`src/rtl/wide_add_sequencer_pkg.sv`:
```
// Shared constants and state encoding for the limb-serial wide adder/subtractor.
package wide_add_seq_pkg;

  localparam int WORD_W    = 32;
  localparam int MAX_WORDS = 8;

  typedef enum logic [1:0] {
    IDLE = 2'd0,
    RUN  = 2'd1,
    DONE = 2'd2
  } state_t;

endpackage

```
`src/rtl/wide_add_sequencer_adder.sv`:
```
// 32-bit carry-select adder: low half ripples, high half is precomputed for both carries.
module CSA_ADDER
  import wide_add_seq_pkg::*;
(
  input  logic [WORD_W-1:0] a,
  input  logic [WORD_W-1:0] b,
  input  logic              cin,
  output logic [WORD_W-1:0] sum,
  output logic              cout
);

  localparam int HW = WORD_W / 2;

  logic [HW:0] lo;
  logic [HW:0] hi0;
  logic [HW:0] hi1;

  always_comb begin
    lo  = {1'b0, a[HW-1:0]} + {1'b0, b[HW-1:0]} + {{HW{1'b0}}, cin};
    hi0 = {1'b0, a[WORD_W-1:HW]} + {1'b0, b[WORD_W-1:HW]};
    hi1 = {1'b0, a[WORD_W-1:HW]} + {1'b0, b[WORD_W-1:HW]} + {{HW{1'b0}}, 1'b1};
    sum  = {(lo[HW] ? hi1[HW-1:0] : hi0[HW-1:0]), lo[HW-1:0]};
    cout = lo[HW] ? hi1[HW] : hi0[HW];
  end

endmodule

```
`src/rtl/wide_add_sequencer.sv`:
```
// Multi-precision add/subtract, one 32-bit limb per cycle, LSB limb first.
// Define WIDE_ADD_SEQ_OVF_EN to register signed overflow; otherwise out_ovf is 0.
module wide_add_sequencer
  import wide_add_seq_pkg::*;
#(
  parameter int WORDS = 4
) (
  input  logic                    clk,
  input  logic                    rst_n,
  input  logic                    in_valid,
  output logic                    in_ready,
  input  logic [WORDS*WORD_W-1:0] in_a,
  input  logic [WORDS*WORD_W-1:0] in_b,
  input  logic                    in_cin,
  input  logic                    in_sub,
  output logic                    out_valid,
  input  logic                    out_ready,
  output logic [WORDS*WORD_W-1:0] out_sum,
  output logic                    out_cout,
  output logic                    out_ovf
);

  localparam int W  = WORDS * WORD_W;
  localparam int IW = $clog2(WORDS);

  state_t            state;
  state_t            state_nxt;
  logic [W-1:0]      opa;
  logic [W-1:0]      opb;
  logic              carry;
  logic [IW-1:0]     idx;
  logic [WORD_W-1:0] limb_a;
  logic [WORD_W-1:0] limb_b;
  logic [WORD_W-1:0] add_sum;
  logic              add_cout;
  logic              last;

  assign last   = (idx == IW'(WORDS - 1));
  assign limb_a = opa[int'(idx)*WORD_W +: WORD_W];
  assign limb_b = opb[int'(idx)*WORD_W +: WORD_W];

  CSA_ADDER u_adder (
    .a    (limb_a),
    .b    (limb_b),
    .cin  (carry),
    .sum  (add_sum),
    .cout (add_cout)
  );

  always_ff @(posedge clk or negedge rst_n) begin
    if (!rst_n) state <= IDLE;
    else        state <= state_nxt;
  end

  always_comb begin
    state_nxt = state;
    in_ready  = 1'b0;
    case (state)
      IDLE: begin
        in_ready = 1'b1;
        if (in_valid) state_nxt = RUN;
      end
      RUN:     if (last) state_nxt = DONE;
      DONE:    if (out_ready) state_nxt = IDLE;
      default: state_nxt = IDLE;
    endcase
  end

  always_ff @(posedge clk or negedge rst_n) begin
    if (!rst_n) begin
      opa       <= '0;
      opb       <= '0;
      carry     <= 1'b0;
      idx       <= '0;
      out_sum   <= '0;
      out_cout  <= 1'b0;
      out_valid <= 1'b0;
    end else begin
      case (state)
        IDLE: begin
          if (in_valid) begin
            opa   <= in_a;
            opb   <= in_sub ? ~in_b : in_b;
            carry <= in_sub ? 1'b1 : in_cin;
            idx   <= '0;
          end
        end
        RUN: begin
          out_sum[int'(idx)*WORD_W +: WORD_W] <= add_sum;
          carry <= add_cout;
          if (last) begin
            out_cout  <= add_cout;
            out_valid <= 1'b1;
          end else begin
            idx <= idx + 1'b1;
          end
        end
        DONE: if (out_ready) out_valid <= 1'b0;
        default: ;
      endcase
    end
  end

`ifdef WIDE_ADD_SEQ_OVF_EN
  // opb is already inverted for subtract, so one rule covers both operations.
  always_ff @(posedge clk or negedge rst_n) begin
    if (!rst_n) begin
      out_ovf <= 1'b0;
    end else if (state == RUN && last) begin
      out_ovf <= (opa[W-1] == opb[W-1]) && (add_sum[WORD_W-1] != opa[W-1]);
    end
  end
`else
  assign out_ovf = 1'b0;
`endif

endmodule
```
`config.mk`:
```
export PLATFORM = sky130hd
export DESIGN_NAME = wide_add_sequencer
export DESIGN_NICKNAME = d
export VERILOG_FILES = /design/src/rtl/wide_add_sequencer_pkg.sv /design/src/rtl/wide_add_sequencer_adder.sv /design/src/rtl/wide_add_sequencer.sv
export SDC_FILE = /design/constraint.sdc
export NUM_CORES = 1
export LEC_CHECK = 0
export CORE_MARGIN = 1
export CORE_UTILIZATION = 25
export DETAILED_ROUTE_END_ITERATION = 6
export GPL_TIMING_DRIVEN = 0
export PLACE_DENSITY_LB_ADDON = 0.2
export RECOVER_POWER = 25
export SLEW_MARGIN = 10
export SYNTH_ARGS = -nofsm -noshare
export SYNTH_HDL_FRONTEND = slang
export SYNTH_HIERARCHICAL = 1
export SYNTH_SLANG_ARGS = --single-unit
```
`constraint.sdc`:
```
create_clock -name clk -period 5.2 [get_ports clk]
set_input_delay 1.04 -clock clk [delete_from_list [all_inputs] [get_ports clk]]
set_output_delay 1.04 -clock clk [all_outputs]
set_load 0.1 [all_outputs]
```
==> impl_metrics.json, run 1 <==
{
  "setup_viol_count_final": 0,
  "synth_top_family_by_area": "simple AND/OR/NAND/NOR gates",
  "dp_hpwl_mm": 55.8,
  "timing.rr.start": "idx[0]$_DFFE_PN0P_",
  "yosysUniqueCellTypes": 61,
  "critPathKind": "reg2reg",
  "synthesis.nets": 2047,
  "grt_pass1_wl_mm": 104,
  "start_kind": "register",
  "die-area_mm2": 0.0764,
  "final-hold-violation-count": 0,
  "ys_warn_count": 6,
  "synthXorXnorAreaFrac_pct": 7.86,
  "htreeDepth": 2,
  "required_ps": 5720,
  "final_cell_area_mm2": 0.0257,
  "cts_made_buffers": 47,
  "failed_checks": "max-capacitance violations, max-slew violations",
  "min-delay-start": "opa[99]$_DFFE_PN0P_",
  "groute.usage.overall_pct": 18.4,
  "root_buffer": "clkbuf_16",
  "ys.flop_type": "dfrtp_1",
  "floorplan.initialDensity_pct": 25.3,
  "max_freq_mhz": 204,
  "grt_pass1_vias": 15378,
  "reg2reg_setup_slack_ps": 290,
  "grt_start_max_net_pins": 107,
  "syn_area_mm2": 0.0188,
  "clock_skew_ps": 21.4,
  "min_to": "opa[99]$_DFFE_PN0P_",
  "gp_congestion": 0.827,
  "tns_ps": 0,
  "async_reset_ff_share_pct": 100,
  "grt_setup_unrepaired": "yes",
  "clk_pin_slew_ps": 60,
  "final_cell_mix": "535 x nand2_1, 391 x dfrtp_1, 389 x clkdlybuf4s50_1",
  "holdWs_ps": 469,
  "timing.rr.end": "out_sum[123]$_DFFE_PN0P_",
  "yosysSeqAreaShare_pct": 52.0,
  "fp.dieW_um": 276,
  "ant_nets": 0,
  "worstHoldPathCells": 2,
  "drv_slew": 93,
  "reg2reg_depth": 15,
  "status": "finished with violations",
  "die_y_um": 276,
  "drcViolationCount": 0,
  "yosys.area_share.simple_pct": 13.4,
  "end_kind": "register",
  "avgViaCountPerCell": 4.59,
  "clock_path_buffers": 3,
  "synth_adder_area_share_pct": 2.78,
  "fin_crit_ps": 4910,
  "hp-class": "reg2reg",
  "synth_edf_count": 0,
  "arrival_ps": 5430,
  "rows": 100,
  "io_buffers": 391,
  "synthCells": 1745,
  "routedWlPerCell_um": 22.1,
  "wl_mm": 70.8,
  "layout_commonest_cell": "nand2_1",
  "syn_area_per_cell_um2": 10.8,
  "dr_total_vias": 14698,
  "gr-total-overflow": 0,
  "synthMuxAreaShare_pct": 7.77,
  "drive_above_1_share_pct": 11.4,
  "crit_fanout": 10,
  "cts_tree": "built",
  "tightestPinTransition_ps": 2380,
  "antenna_found_initial": 13,
  "clk_latency_ps": 590,
  "synth_seq_cells": 391,
  "relSlewSlack_pct": -58.7,
  "drt_iter0_drc": 845,
  "core_area_mm2": 0.0744,
  "synth_compound_area_share_pct": 12.0,
  "cts.sinks": 391,
  "cap_violations": 1,
  "post-route-period-util_pct": 94.4,
  "syn_to_final_growth_pct": 36.6,
  "placed_area_mm2": 0.0240,
  "drt_pass1_iterations": 4,
  "ios": 394,
  "nets": 2491
}
-- how the worst max path moves through the flow --
stage / start / end / slack [ps] / depth (start not counted)
floorplan: idx[0]$_DFFE_PN0P_ / out_sum[118]$_DFFE_PN0P_ / 1040 / 17
global placement: rst_n / opa[72]$_DFFE_PN0P_ / -14480 / 1
detailed placement: idx[1]$_DFFE_PN0P_ / out_sum[119]$_DFFE_PN0P_ / -810 / 16
CTS: idx[0]$_DFFE_PN0P_ / out_sum[119]$_DFFE_PN0P_ / 30 / 18
global route: idx[0]$_DFFE_PN0P_ / out_sum[123]$_DFFE_PN0P_ / -6 / 15
finish: idx[0]$_DFFE_PN0P_ / out_sum[123]$_DFFE_PN0P_ / 290 / 15
-- worst max-delay path, stage by stage (launching register included) --
cell,delay [ps]
dfrtp_1,370
buf_2,220
buf_6,220
buf_4,270
mux4_2,590
ha_1,270
fa_1,410
a21o_1,210
a221oi_1,300
xnor2_1,280
nand4_2,180
nand4bb_4,300
nor3b_2,330
nand2_1,110
xnor2_1,520
a22o_1,220
-- stage by stage --
step | util, % | std cells | worst slack, ps
floorplan | - | 1745 | 1040
finish | 34.5 | 3200 | 293
CTS | 34.5 | 3195 | 32.4
detailed placement | 32.3 | 3108 | -808
global route | 34.5 | 3196 | -6.17
global placement | 32.2 | 3105 | -14480
-- layer usage --
metal | global-route usage, % | vias to the layer above | routed length, um
met3 | 4.26 | 86 | 3840
met2 | 30.0 | 348 | 33400
li1 | - | 6890 | -
met1 | 24.8 | 7358 | 32100
met5 | 0 | - | 97
met4 | 4.10 | 16 | 1340
-- Yosys cell counts (all sizes together) (5+ instances only) --
cell type  count  share of area (%)
nand2        535                 11
dfrtp        391                 52
xnor2        158                7.3
o21ai        150                4.0
a22o         127                5.9
buf           81                3.2
mux4          64                7.7
ha            37                2.5
clkbuf        34               0.68
a21oi         20               0.53
inv           20               0.40
nor2          19               0.38
a21o          11               0.44
nand3         11               0.29
xor2          11               0.51
nor2b          7               0.23
a31oi          6               0.20
nor3           6               0.19
nand4          5               0.23
-- cells by family after synthesis --
family | Yosys count
compound gates | 335
other cells | 1
fa+ha+maj | 40
mux | 66
buf+inv | 135
xor+xnor | 169
flops | 391
simple gates | 608
-- cell type report --
cell class                      instances  area [um2]
Antenna cell                            5        12.5
Inverter                               20        75.1
Clock inverter                         18         236
Buffer                                115         744
Multi-Input combinational cell       1219        8310
Clock buffer                           68        1370
Fill cell                            7528       48700
Sequential cell                       391        9780
Tap cell                              969        1210
Timing Repair Buffer                  395        3980
-- timing repair --
| action | 4_1_cts | 5_1_grt |
|---|---|---|
| endpoints found under the setup margin | 80 | 63 |
| pin swaps | 1 | 0 |
| hold buffers | 0 | 0 |
| buffers inserted | 1 | 0 |
| resized for setup | 11 | 8 |
-- state kept, by name, summed over array words and instances (netlist names) --
name	count
state	2
out_valid	1
carry	1
opb	128
opa	128
out_cout	1
out_sum	128
idx	2
Power of run 1 is not shown: default switching activity piles up to over one toggle a cycle in this logic, so the estimate is an artifact.
==> run 2, diff against run 1 <==
--- a/config.mk
+++ b/config.mk
@@ -5,10 +5,10 @@
 export SDC_FILE = /design/constraint.sdc
 export NUM_CORES = 1
 export LEC_CHECK = 0
-export CORE_MARGIN = 1
 export CORE_UTILIZATION = 25
 export DETAILED_ROUTE_END_ITERATION = 6
 export GPL_TIMING_DRIVEN = 0
+export HOLD_SLACK_MARGIN = 0.15
 export PLACE_DENSITY_LB_ADDON = 0.2
 export RECOVER_POWER = 25
 export SLEW_MARGIN = 10
==> results of run 2 <==
No change in the layout: final DEF, timing and power equal those of run 1.
Power of run 2 is left out for the same reason.
